`src/rtl/vram_write_scheduler.sv`:
```
// Purpose : queue CPU VRAM writes and replay them into the GPU VRAM write port only inside the writable (vblank) window.
// Latency : 1 cycle minimum from the accepting edge to vram_we; then one entry per clk_12_5875 cycle while writable stays high.
// Backpres: none toward the CPU; a request arriving while full with no drain that cycle is dropped and flagged in sticky overflow.
//
// Ports
//   clk_12_5875     GPU pixel clock, the only clock
//   rst             synchronous active-high reset (pointers, count, overflow)
//   cpu_clk_enable  strobe marking the cycle on which the CPU bus is sampled
//   cpu_write       qualified VRAM write request
//   cpu_address     CPU write address
//   cpu_data        CPU write data
//   writable        high while VRAM may be written (from video timing)
//   vram_we         write strobe to VRAM, combinational: writable && !empty
//   vram_address    head entry address, driven straight from a register
//   vram_data       head entry data, driven straight from a register
//   count           number of queued entries
//   full / empty    derived from count
//   overflow        sticky: a request was dropped
//   clr_overflow    clears overflow (a simultaneous drop wins)
module vram_write_scheduler #(
    parameter int DEPTH      = 16,
    parameter int ADDR_WIDTH = 12,
    parameter int CNT_WIDTH  = $clog2(DEPTH + 1)
) (
    input  logic                  clk_12_5875,
    input  logic                  rst,
    input  logic                  cpu_clk_enable,
    input  logic                  cpu_write,
    input  logic [ADDR_WIDTH-1:0] cpu_address,
    input  logic [7:0]            cpu_data,
    input  logic                  writable,
    output logic                  vram_we,
    output logic [ADDR_WIDTH-1:0] vram_address,
    output logic [7:0]            vram_data,
    output logic [CNT_WIDTH-1:0]  count,
    output logic                  full,
    output logic                  empty,
    output logic                  overflow,
    input  logic                  clr_overflow
);

    localparam int PTR_WIDTH = $clog2(DEPTH);

    typedef struct packed {
        logic [ADDR_WIDTH-1:0] addr;
        logic [7:0]            data;
    } entry_t;

    // Entry storage; deliberately has no reset, only the pointers and count do.
    entry_t mem [DEPTH];

    logic [PTR_WIDTH-1:0] rd_ptr;
    logic [PTR_WIDTH-1:0] wr_ptr;
    logic [PTR_WIDTH-1:0] rd_ptr_next;

    entry_t cpu_entry;
    entry_t head_q;
    entry_t head_next;

    logic req;
    logic accept;
    logic drain;
    logic drop;

    // ------------------------------------------------------------------
    // Flow control
    // ------------------------------------------------------------------
    assign full  = (count == CNT_WIDTH'(DEPTH));
    assign empty = (count == '0);

    assign req   = cpu_clk_enable && cpu_write;
    assign drain = writable && !empty;

    // While full, a request is still taken if the head leaves on the same
    // edge: the freed slot is the one the write pointer is sitting on.
    assign accept = req && (!full || drain);
    assign drop   = req && full && !drain;

    assign cpu_entry = '{addr: cpu_address, data: cpu_data};

    // ------------------------------------------------------------------
    // Head register
    // The VRAM address/data outputs are a registered copy of the entry at
    // the read pointer, so they never glitch inside a cycle. The copy is
    // refreshed every edge with the entry that will be at the head after
    // that edge. When that slot is the one being written on the same edge
    // (queue empty, or last entry leaving), the incoming CPU entry is
    // loaded instead, because the array still holds stale contents there.
    // This only feeds the register; vram_we still needs a non-empty count,
    // so no write can reach VRAM in the accepting cycle.
    // ------------------------------------------------------------------
    always_comb begin
        rd_ptr_next = rd_ptr;
        if (drain) begin
            rd_ptr_next = rd_ptr + PTR_WIDTH'(1);
        end
    end

    always_comb begin
        head_next = mem[rd_ptr_next];
        if (accept && (wr_ptr == rd_ptr_next)) begin
            head_next = cpu_entry;
        end
    end

    assign vram_we      = drain;
    assign vram_address = head_q.addr;
    assign vram_data    = head_q.data;

    // ------------------------------------------------------------------
    // Storage write
    // ------------------------------------------------------------------
    always_ff @(posedge clk_12_5875) begin
        if (!rst && accept) begin
            mem[wr_ptr] <= cpu_entry;
        end
    end

    // ------------------------------------------------------------------
    // Pointers, occupancy, head copy
    // Pointers are log2(DEPTH) bits and wrap on their own; full/empty come
    // from count so no extra wrap bit is needed.
    // ------------------------------------------------------------------
    always_ff @(posedge clk_12_5875) begin
        if (rst) begin
            rd_ptr <= '0;
            wr_ptr <= '0;
            count  <= '0;
            head_q <= '0;
        end else begin
            if (accept) begin
                wr_ptr <= wr_ptr + PTR_WIDTH'(1);
            end
            rd_ptr <= rd_ptr_next;
            count  <= count + CNT_WIDTH'(accept) - CNT_WIDTH'(drain);
            head_q <= head_next;
        end
    end

    // ------------------------------------------------------------------
    // Sticky overflow; a drop on the same edge as a clear keeps it set.
    // ------------------------------------------------------------------
    always_ff @(posedge clk_12_5875) begin
        if (rst) begin
            overflow <= 1'b0;
        end else if (drop) begin
            overflow <= 1'b1;
        end else if (clr_overflow) begin
            overflow <= 1'b0;
        end
    end

endmodule

```
`config.mk`:
```
export PLATFORM = sky130hd
export DESIGN_NAME = vram_write_scheduler
export DESIGN_NICKNAME = d
export VERILOG_FILES = /design/src/rtl/vram_write_scheduler.sv
export SDC_FILE = /design/constraint.sdc
export NUM_CORES = 1
export LEC_CHECK = 0
export BUFFER_PORTS_ARGS = -buffer_cell sky130_fd_sc_hd__buf_2
export CORE_AREA = 2 2 251 154
export CTS_CLUSTER_DIAMETER = 40
export DETAILED_ROUTE_END_ITERATION = 12
export DIE_AREA = 0 0 253 156
export PLACE_DENSITY = 0.65
export RECOVER_POWER = 100
export SYNTH_ARGS = -nofsm -noshare
export SYNTH_HDL_FRONTEND = slang
export SYNTH_SLANG_ARGS = --single-unit
```
`constraint.sdc`:
```
create_clock -name clk_12_5875 -period 7.4 [get_ports clk_12_5875]
set_clock_uncertainty 0.15 [all_clocks]
set_input_delay 0.74 -clock clk_12_5875 [delete_from_list [all_inputs] [get_ports clk_12_5875]]
set_output_delay 0.74 -clock clk_12_5875 [all_outputs]
set_load 0.01 [all_outputs]
```
After elaboration in Yosys (flattened, before gate mapping). Memories as Yosys holds them, arrays and structs flattened. A register that Yosys moved wholly into a read port is not among the register bits. Cells that the tools add are included.

$add $sub $neg: 4. Equal/unequal tests: 1. Muxes and demuxes: 5. Reduce and logical (&&, ||, !) cells: 13.

Operators by type and width (number): adder 4 x 1 -> 4 bit, second input constant (2); logical AND 1 bit (6); adder 5 x 1 -> 5 bit (1); equality test 5 bit, second input constant (1); zero test 5 bit (1); subtractor 5 x 1 -> 5 bit (1); zero test 1 bit (4); 2-to-1 mux 1 bit (4); 2-to-1 mux 4 bit (1); nonzero test 2 bit (1); logical OR 1 bit (1).

Register bits after elaboration: 14. Memory bits (writable): 320. Output and inout bits: 29. Logic and storage cells: 28. Memories kept: 1.

Memories: mem (words 16, bits a word 20, rd ports 1, clocked after memory_dff 1, write ports 1, RTL line 50) `entry_t mem [DEPTH];`.

Logic depth before layout (Yosys ltp). Gate-level depths: netlist of the first run.

Depth after elaboration: 8. Gate-level depth with buffers: 16.

Worst setup path after synthesis of the first run. No wires, ideal clock.

Path kind: reg2reg. Start point: reg count[2]. End point: mem mem[0][0] (netlist bit), enable pin. Setup time: 0.422 ns. Arrival time: 2.823 ns. Path slack: 4.005 ns. Stages on the path, launching flop included: 8. Path buffers: 0. Cells stage by stage: dfxtp_1 inv_1 ha_1 and4bb_2 a21o_1 nor2_1 nand2_1 nor3_1.

RTL lines: from (decl) (RTL line 35) `output logic [CNT_WIDTH-1:0] count,`; from (signal assigned) (RTL line 135) `count <= count + CNT_WIDTH'(accept) - CNT_WIDTH'(drain);`; equality test 5 bit (RTL line 68) `assign full = (count == CNT_WIDTH'(DEPTH));`; named net full (RTL line 36) `output logic full,`; zero test 1 bit (RTL line 76) `assign accept = req && (!full || drain);`; logical OR 1 bit (RTL line 76); logical AND 1 bit (RTL line 76); logical AND 1 bit (RTL line 114) `if (!rst && accept) begin`; 2-to-1 mux 1 bit (RTL line 114); 2-to-1 mux 1 bit (implied by the code) (RTL line 115) `mem[wr_ptr] <= cpu_entry;`; to (decl) (RTL line 50).

The timed path passes the listed nets, and every way through them passes these cells.

Worst setup path in the final report of the first run.
Start point: reg rd_ptr[1]. End point: reg vram_address[4] (netlist name).

Longest elaborated chain between the ends: 2.

Ends and longest elaborated chain: from (decl) (RTL line 52) `logic [PTR_WIDTH-1:0] rd_ptr;`; from (signal assigned) (RTL line 134) `rd_ptr <= rd_ptr_next;`; adder 4 x 1 -> 4 bit (RTL line 95) `rd_ptr_next = rd_ptr + PTR_WIDTH'(1);`; 2-to-1 mux 4 bit (*) (RTL line 94) `if (drain) begin`.

Mark *: on every way between the ends. The rest lies on a longest branch, timed or not. A chain may end at the register's enable or synchronous reset.

==> flow_summary.yaml, run 1 <==
setup_path:
  required_ns: 7.65
  max_stage_delay_ns: 1.59
  start_kind: "flip-flop"
  crit_chain: "buf_4 > clkbuf_2 > o21ai_0 > a32oi_2 > buf_4 > and3_4 > o41ai_1"
  worst-setup-path-type: "reg -> reg"
  path_max_fanout: 55
  critPathMostFrequentCell: "buf_4"
  cpMaxStageDelayCell: "clkbuf_2"
  worstPathArrival_ns: 5.53
  end_kind: "flip-flop"
layout:
  antennaDiodeCount: 0
  multi_input_area_mm2: 0.00746
  final_area_mm2: 0.0200
  nets: 1154
  n_fill_cell: 2998
  syn2layout_area_growth_pct: 8.51
  seq_area_mm2: 0.0103
  drive_gt1_share_pct: 27.7
floorplanning:
  rows: 55
  placeableCoreArea_mm2: 0.0372
  io_pins: 55
  die_width_um: 253
  die_h_um: 156
  die_area_mm2: 0.0395
  initial_core_util_pct: 49.6
clocking:
  cts_made_buffers: 39
  cts_tree: "done"
  cts.sinks: 354
  clk-insertion-delay-late_ns: 0.55
  cts_resized: 0
  cts_hold_buf: 0
  clock-root-buffer: "clkbuf_16"
  path_clk_slew_ns: 0.07
  h-tree-depth: 2
  clk_path_buf_depth: 3
  post_cts.repair.setup_buffers: 0
global_route:
  grt_max_degree: 57
  grt_pass1_wl_um: 75400
  grt-ovfl-total: 0
  grt_pass1_vias: 11200
  grt.total_usage_pct: 26.4
  antenna_found_initial: 2
placement:
  gp_congestion: 0.818
  io_buffers: 54
  pre_cts_slack_ns: 2.89
  placed_area_mm2: 0.0191
  place_hpwl_um: 30100
status:
  outcome: "finished, violations left"
  violations: "max-capacitance violations, max-slew violations"
yosys:
  yosysWarningCount: 0
  synthCells: 1093
  synth_edf_count: 320
  synthesis.area_mm2: 0.0185
  ys_seq_area_share_pct: 55.8
  synth_cell_types: 57
  ys.flop_type: "edfxtp_1"
  synthArstFlopShare_pct: 0
  ys_ff_latch: 354
  postSynthAreaPerCell_um2: 16.9
  syn-num-nets: 1130
drt:
  drt-total-wl_um: 51100
  wl_per_cell_um: 31.3
  first_iter_violations: 1346
  dr.pass1.iters: 5
  vias: 11300
  ant_nets: 0
  avgViaCountPerCell: 6.91
  drc: 0
timing:
  hold_viol: 0
  fin_crit_sh_pct: 71.4
  worst_pin_slew_ns: 2.12
  fin_setup_tns_ns: 0
  clock.fmax_ghz: 0.189
  max_slew_margin_pct: -41.8
  hold_ws_ns: 0.318
  setup_ws_ns: 2.11
  period_minus_slack_ns: 5.29
  finalMaxSlewViolations: 211
  setup_viol: 0
  rsz0062_at_grt: "no"
worst_hold_path:
  hp-class: "in -> reg"
run:
  cap_violations: 11
pwr:
  p_leak_nw: 6.03
  p_per_area_mw_per_mm2: 320
  ir_worst_vdd_v: 0.000225
## path summary, 6_finish.rpt
path                                        end  depth (start not counted)  slack [ns]    startpoint
worst min register to register         overflow                          2        0.35      overflow
worst max register to register  vram_address[4]                          7        2.11     rd_ptr[1]
worst min-delay path                   overflow                          3        0.32  clr_overflow
worst max-delay path            vram_address[4]                          7        2.11     rd_ptr[1]
## synth_stat cells, types with 2 or more instances
library cell	number	area share [%]
a211oi_1	20	0.81
a21o_1	2	0.081
a21oi_1	6	0.16
a221oi_1	20	0.95
buf_12	3	0.33
buf_2	43	1.2
buf_4	10	0.41
buf_6	6	0.37
clkbuf_1	37	0.75
clkbuf_4	2	0.081
dfxtp_1	34	3.7
edfxtp_1	320	52
ha_1	10	0.68
inv_1	5	0.10
mux2_2	40	2.4
mux2i_1	80	4.3
mux4_2	160	20
nand2_1	13	0.26
nand2b_1	4	0.14
nand3_1	2	0.054
nand4_1	22	0.75
nor2_1	45	0.92
nor2b_1	4	0.14
nor3_1	5	0.14
o211a_1	20	1.1
o211ai_1	20	0.81
o21ai_0	43	1.2
o21bai_1	20	0.81
o2bb2ai_1	20	0.95
o31ai_1	5	0.20
o31ai_2	15	1.0
o41ai_2	20	1.8
xnor2_1	8	0.38
xor2_1	6	0.28
## critical path, delay by kind of cell (launching register included)
family                 cells  cell delay (ns)
AO/OA/AOI/OAI              3             0.95
buffers and inverters      3             2.58
flip-flops                 1             0.80
AND/OR/NAND/NOR            1             0.50
## cell usage in the layout (no fill, tap or decap), types with 6 or more instances in the layout
master,n
edfxtp_1,320
mux4_2,160
mux2i_1,80
clkbuf_1,71
nor2_1,45
o21ai_0,42
clkbuf_16,41
mux2_2,40
dfxtp_1,32
nand4_1,22
o211ai_1,20
a221oi_1,20
o2bb2ai_1,20
o211a_1,20
a211oi_1,20
o21bai_1,20
o41ai_1,16
o31ai_2,15
buf_4,15
nand2_1,14
ha_1,9
clkinv_2,8
xnor2_1,8
a21oi_1,6
## per-layer routing
| layer | share of wire (%) | track usage (%) | vias to the layer above | wire length (um) |
|---|---|---|---|---|
| li1 | - | - | 4686 | - |
| met1 | 46 | 41.7 | 5918 | 23700 |
| met2 | 42 | 36.4 | 560 | 21400 |
| met3 | 9.6 | 6.36 | 89 | 4880 |
| met4 | 2.1 | 7.21 | 4 | 1070 |
| met5 | 0.051 | 0 | - | 26 |
## through the flow
stage               instances  power [mW]  utilization, %
floorplan                1093        4.13               -
global placement         1560        4.60            51.4
detailed placement       1560        4.62            51.4
CTS                      1630        6.49            54.7
global route             1630        6.69            53.9
finish                   1630        6.42            53.9
## kinds of logic after synthesis
logic type               after synthesis  synth area share, %
buffers and inverters                111                 3.40
AND/OR/NAND/NOR                      106                 2.94
adder cells (fa/ha/maj)               11                0.787
XOR/XNOR                              14                0.665
multiplexers                         280                 26.3
AO/OA/AOI/OAI                        217                 10.1
flip-flops                           354                 55.8
## registers in the layout, indices dropped and copies added, names as in the netlist
register	cells
vram_address	12
rd_ptr	4
overflow	1
wr_ptr	4
mem	320
vram_data	8
count	5
## cell type report
class,instances,share of cell area [%]
timing repair buffer,86,1.93
tap,484,3.02
clock inverter,18,0.594
clock buffer,52,5.58
sequential,354,51.4
multi-input combinational,628,37.3
inverter,8,0.181
## report_power, final
part | switching (mW) | leakage (nW) | total (mW) | internal, mW
sequential | 0.0991 | 3.16 | 2.35 | 2.26
clock | 0.813 | 0.610 | 1.88 | 1.07
combinational | 1.17 | 2.25 | 2.18 | 1.00
(Power assumes the default switching activity.)
==> inputs of run 2 (changes only) <==
--- a/config.mk
+++ b/config.mk
@@ -10,7 +10,7 @@
 export CTS_CLUSTER_DIAMETER = 40
 export DETAILED_ROUTE_END_ITERATION = 12
 export DIE_AREA = 0 0 253 156
-export PLACE_DENSITY = 0.65
+export PLACE_DENSITY = 0.68
 export RECOVER_POWER = 100
 export SYNTH_ARGS = -nofsm -noshare
 export SYNTH_HDL_FRONTEND = slang
==> constraint.sdc (replaced) <==
create_clock -name clk_12_5875 -period 4.7 [get_ports clk_12_5875]
set_clock_uncertainty 0.15 [all_clocks]
set_input_delay 0.47 -clock clk_12_5875 [delete_from_list [all_inputs] [get_ports clk_12_5875]]
set_output_delay 0.47 -clock clk_12_5875 [all_outputs]
set_load 0.01 [all_outputs]
==> run 2 against run 1 <==
Compared with the run above: critical path depth stayed put; sequential share of layout area shrank 0.46 points; the run still ends with max-capacitance violations, max-slew violations left; first-iteration DRC count down 3.9%; critical endpoint is now mem[12][17]; total power rose by 61%; largest power group unchanged; register-to-register slack worse by 1.4 ns.
==> flow_summary.yaml, run 2 (synthesis gave the netlist of run 1 again) <==
timing:
  setup_viol: 0
  finalMaxSlewViolations: 134
  fin_crit_sh_pct: 86.1
  period_minus_slack_ns: 4.05
  clock.fmax_ghz: 0.247
  setup_ws_ns: 0.652
  fin_setup_tns_ns: 0
  worst_pin_slew_ns: 2.03
  max_slew_margin_pct: -35.2
  hold_viol: 0
  rsz0062_at_grt: "no"
drt:
  drt-total-wl_um: 51300
  vias: 11400
  avgViaCountPerCell: 6.90
  drc: 0
  wl_per_cell_um: 31.2
  first_iter_violations: 1294
  ant_nets: 0
  dr.pass1.iters: 5
global_route:
  grt_pass1_vias: 11200
  grt_max_degree: 79
  grt.total_usage_pct: 26.6
  grt-ovfl-total: 0
  grt_pass1_wl_um: 76000
  antenna_found_initial: 4
placement:
  place_hpwl_um: 30100
  gp_congestion: 0.824
  placed_area_mm2: 0.0192
  pre_cts_slack_ns: 1.20
  io_buffers: 54
pwr:
  power_frac_clock_pct: 30.6
  p_comb_share_pct: 33.8
  fin_total_pwr_mw: 10.3
  p_sw_share_pct: 31.8
  p_int_mw: 7.05
  p_leak_nw: 6.10
  ir_worst_vdd_v: 0.000464
  p_per_area_mw_per_mm2: 512
  p_sw_mw: 3.28
  seqPwrFrac_pct: 35.5
floorplanning:
  placeableCoreArea_mm2: 0.0372
  initial_core_util_pct: 49.6
  die_width_um: 253
  die_h_um: 156
  rows: 55
  die_area_mm2: 0.0395
  io_pins: 55
clocking:
  cts_tree: "done"
  cts.sinks: 354
  clock-root-buffer: "clkbuf_16"
  path_clk_slew_ns: 0.06
  h-tree-depth: 2
  cts_hold_buf: 0
  clk-insertion-delay-late_ns: 0.54
  cts_made_buffers: 38
  cts_resized: 0
  clk_path_buf_depth: 3
  post_cts.repair.setup_buffers: 0
setup_path:
  r2r_cells: 8
  required_ns: 4.70
  path_max_fanout: 26
  start_kind: "input pin"
  worst-setup-path-type: "in -> reg"
  end_kind: "flip-flop"
  worstPathArrival_ns: 4.05
layout:
  n_fill_cell: 2942
  regMostFlops: "mem"
  drive_gt1_share_pct: 27.8
  syn2layout_area_growth_pct: 9.50
  final_util_pct: 54.4
  final_common_cell: "edfxtp_1"
  final_area_mm2: 0.0202
  largest_register_ffs: 320
  nets: 1168
  mostFrequentLayoutCells: "320 x edfxtp_1, 160 x mux4_2, 81 x clkbuf_1"
worst_hold_path:
  hp-class: "in -> reg"
  whs_path_depth: 3
status:
  violations: "max-capacitance violations, max-slew violations"
  outcome: "finished, violations left"
run:
  cap_violations: 5
==> run 2: critical path: stages <==
cell and delay [ns]:
clkbuf_1 0.21, inv_1 0.58, a21o_1 0.41, nor2_1 0.22, nand2_1 0.19, nor2_1 1.12, clkbuf_1 0.82
==> run 2: layer usage <==
metal  up-vias  track usage [%]  wire (um)
li1       4710                -          -
met1      5898             40.2      21900
met2       653             38.9      22400
met3        96             6.59       5910
met4         4             6.09       1120
met5         -                0         26
==> run 2: power by group through the flow <==
| stage | registers, mW | logic (mW) | clock network (mW) |
|---|---|---|---|
| 5_1_grt | 3.68 | 3.73 | 3.34 |
| 2_1_floorplan | 3.71 | 2.78 | 0 |
| 3_5_place_dp | 3.74 | 3.57 | 0 |
| 6_report | 3.67 | 3.50 | 3.17 |
| 3_3_place_gp | 3.74 | 3.53 | 0 |
| 4_1_cts | 3.67 | 3.58 | 3.21 |
==> run 2: layout make-up <==
| type | instances | area, um^2 | share of cell area, % |
|---|---|---|---|
| diodes | 2 | 5.00 | 0.0248 |
| clock buffers | 51 | 1080 | 5.36 |
| clock inverters | 18 | 240 | 1.19 |
| inverters | 8 | 36.3 | 0.180 |
| multi-input cells | 628 | 7450 | 36.9 |
| flip-flops and latches | 354 | 10300 | 51.0 |
| well taps | 484 | 606 | 3.00 |
| repair buffers | 101 | 482 | 2.38 |
==> run 2: path summary, 6_finish.rpt <==
| kind | startpoint | endpoint | slack (ns) |
|---|---|---|---|
| min reg2reg | overflow | overflow | 0.36 |
| min | clr_overflow | overflow | 0.06 |
| max | writable | mem[12][17] | 0.65 |
| max reg2reg | count[2] | mem[12][17] | 0.67 |
==> run 2: per-stage QoR <==
step           hold WS [ns]  std cells
5_1_grt              0.0623       1645
3_3_place_gp          0.309       1575
6_report             0.0623       1646
4_1_cts              0.0438       1644
2_1_floorplan         0.343       1093
3_5_place_dp          0.326       1575
==> inputs of run 3 (changes only) <==
--- a/config.mk
+++ b/config.mk
@@ -10,7 +10,7 @@
 export CTS_CLUSTER_DIAMETER = 40
 export DETAILED_ROUTE_END_ITERATION = 12
 export DIE_AREA = 0 0 253 156
-export PLACE_DENSITY = 0.68
+export PLACE_DENSITY = 0.65
 export RECOVER_POWER = 100
 export SYNTH_ARGS = -nofsm -noshare
 export SYNTH_HDL_FRONTEND = slang
==> constraint.sdc (replaced) <==
create_clock -name clk_12_5875 -period 3.9 [get_ports clk_12_5875]
set_clock_uncertainty 0.15 [all_clocks]
set_input_delay 0.39 -clock clk_12_5875 [delete_from_list [all_inputs] [get_ports clk_12_5875]]
set_output_delay 0.39 -clock clk_12_5875 [all_outputs]
set_load 0.01 [all_outputs]
==> run 3 against run 2 <==
Compared with the run above: the flow still finishes with violations (max-capacitance violations, max-slew violations); die area unchanged; setup slack lost 0.49 ns; hold slack improved by 0.028 ns; critical path depth grew 2; clock power grew 17%; sequential cell count unchanged; sequential share of layout area shrank 0.25 points; final area is 0.50% higher; routed wire length grew 2.5%; via count increased by 1.1%; sequential power is 20% higher; critical path type is now reg -> reg.
==> flow_summary.yaml, run 3 (synthesis gave the netlist of run 1 again) <==
layout:
  drive_gt1_share_pct: 29.5
  n_fill_cell: 2970
  final_area_mm2: 0.0203
  largest_register_ffs: 320
  nets: 1174
  seq_area_mm2: 0.0103
  multi_input_area_mm2: 0.00747
  mostFrequentLayoutCells: "320 x edfxtp_1, 160 x mux4_2, 80 x mux2i_1"
  regMostFlops: "mem"
  syn2layout_area_growth_pct: 10.0
  final_common_cell: "edfxtp_1"
drt:
  ant_nets: 0
  avgViaCountPerCell: 6.94
  dr.pass1.iters: 6
  drc: 0
  vias: 11500
  wl_per_cell_um: 31.8
  first_iter_violations: 1335
  drt-total-wl_um: 52600
pwr:
  p_leak_nw: 6.18
  ir_worst_vdd_v: 0.000364
  fin_total_pwr_mw: 12.5
  p_per_area_mw_per_mm2: 616
global_route:
  antenna_found_initial: 4
  grt.total_usage_pct: 27.3
  grt_pass1_wl_um: 77000
  grt_pass1_vias: 11200
  grt_max_degree: 124
  grt-ovfl-total: 0
floorplanning:
  placeableCoreArea_mm2: 0.0372
  die_width_um: 253
  rows: 55
  die_h_um: 156
  die_area_mm2: 0.0395
  io_pins: 55
  initial_core_util_pct: 49.6
setup_path:
  path_delay_family: "compound AO/OA/AOI/OAI gates"
  max_stage_delay_ns: 0.74
  crit_chain: "inv_1 > ha_1 > or4b_1 > clkinv_2 > clkbuf_2 > o21ai_0 > o211ai_1 > o2bb2ai_1 > o41ai_1"
  worstPathArrival_ns: 3.94
  cpMaxStageDelayCell: "clkbuf_2"
  reg2reg_slack_ns: 0.16
  start_kind: "flip-flop"
  worst-setup-path-type: "reg -> reg"
  required_ns: 4.11
  path_max_fanout: 31
  crit_buf_inv: 3
  end_kind: "flip-flop"
clocking:
  h-tree-depth: 2
  clk_path_buf_depth: 3
  cts_tree: "done"
  cts_made_buffers: 39
  path_clk_slew_ns: 0.06
  clk-insertion-delay-late_ns: 0.55
  cts.sinks: 354
  clock-root-buffer: "clkbuf_16"
timing:
  clock.fmax_ghz: 0.268
  max_slew_margin_pct: -3.07
  setup_viol: 0
  hold_ws_ns: 0.0903
  fin_crit_sh_pct: 95.8
  rsz0062_at_grt: "no"
  fin_setup_tns_ns: 0
  period_minus_slack_ns: 3.74
  hold_viol: 0
  finalMaxSlewViolations: 14
  worst_pin_slew_ns: 1.55
status:
  outcome: "finished, violations left"
  violations: "max-capacitance violations, max-slew violations"
placement:
  place_hpwl_um: 29900
  placed_area_mm2: 0.0193
  io_buffers: 54
  gp_congestion: 0.787
run:
  cap_violations: 1
worst_hold_path:
  hp-class: "in -> reg"
## run 3: changes by cell type in the layout (fill, tap and decap cells not counted), moves of 3 or more
cell      delta
clkbuf_1    -14
clkbuf_2    +10
buf_12       +5
inv_6        +3
## run 3: per-layer routing
metal	routed length (um)	vias up	GRT usage, %	part of all wire (%)
met1	23200	5956	42.1	44
li1	-	4728	-	-
met4	1280	4	6.90	2.4
met3	6290	100	7.52	12
met2	21800	697	38.1	41
met5	27	-	0	0.051
## run 3: final cells by class
class	count	share of cell area, %
inverters	8	0.179
well taps	484	2.98
clock inverters	23	1.24
flip-flops and latches	354	50.7
clock buffers	49	5.04
repair buffers	106	3.03
diodes	2	0.0247
multi-input cells	628	36.8
## run 3: tightest hold or removal path, delay by kind of cell
family	cells	cell delay, ns
AND/OR/NAND/NOR	1	0.13
buffers and inverters	1	0.14
AO/OA/AOI/OAI	1	0.07
## run 3: stage by stage
stage	std cells	util, %	setup WS (ns)
after CTS	1652	55.5	0.472
after global routing	1652	54.6	0.157
final	1654	54.6	0.163
after global placement	1578	52.0	0.578
after detailed placement	1578	52.0	0.465
after floorplan	1093	-	0.505
## run 3: report_power, final
| part | switching [mW] | internal (mW) | total, mW | leakage (nW) |
|---|---|---|---|---|
| Combinational | 2.37 | 2.00 | 4.36 | 2.40 |
| Sequential | 0.140 | 4.28 | 4.42 | 3.16 |
| Clock | 1.56 | 2.15 | 3.71 | 0.614 |
| Total | 4.07 | 8.43 | 12.5 | 6.18 |
## run 3: path summary, 6_finish.rpt
| kind | from | depth (start not counted) | to |
|---|---|---|---|
| worst max register to register | count[3] | 9 | vram_address[9] |
| worst max-delay path | count[3] | 9 | vram_address[9] |
| worst min-delay path | writable | 3 | rd_ptr[1] |
| worst min register to register | wr_ptr[1] | 2 | wr_ptr[1] |
## run 3: timing repair
action,CTS,global route
buffers inserted,0,0
gates resized for setup,0,0
hold buffers,2,0
endpoints found under the hold margin,1,0
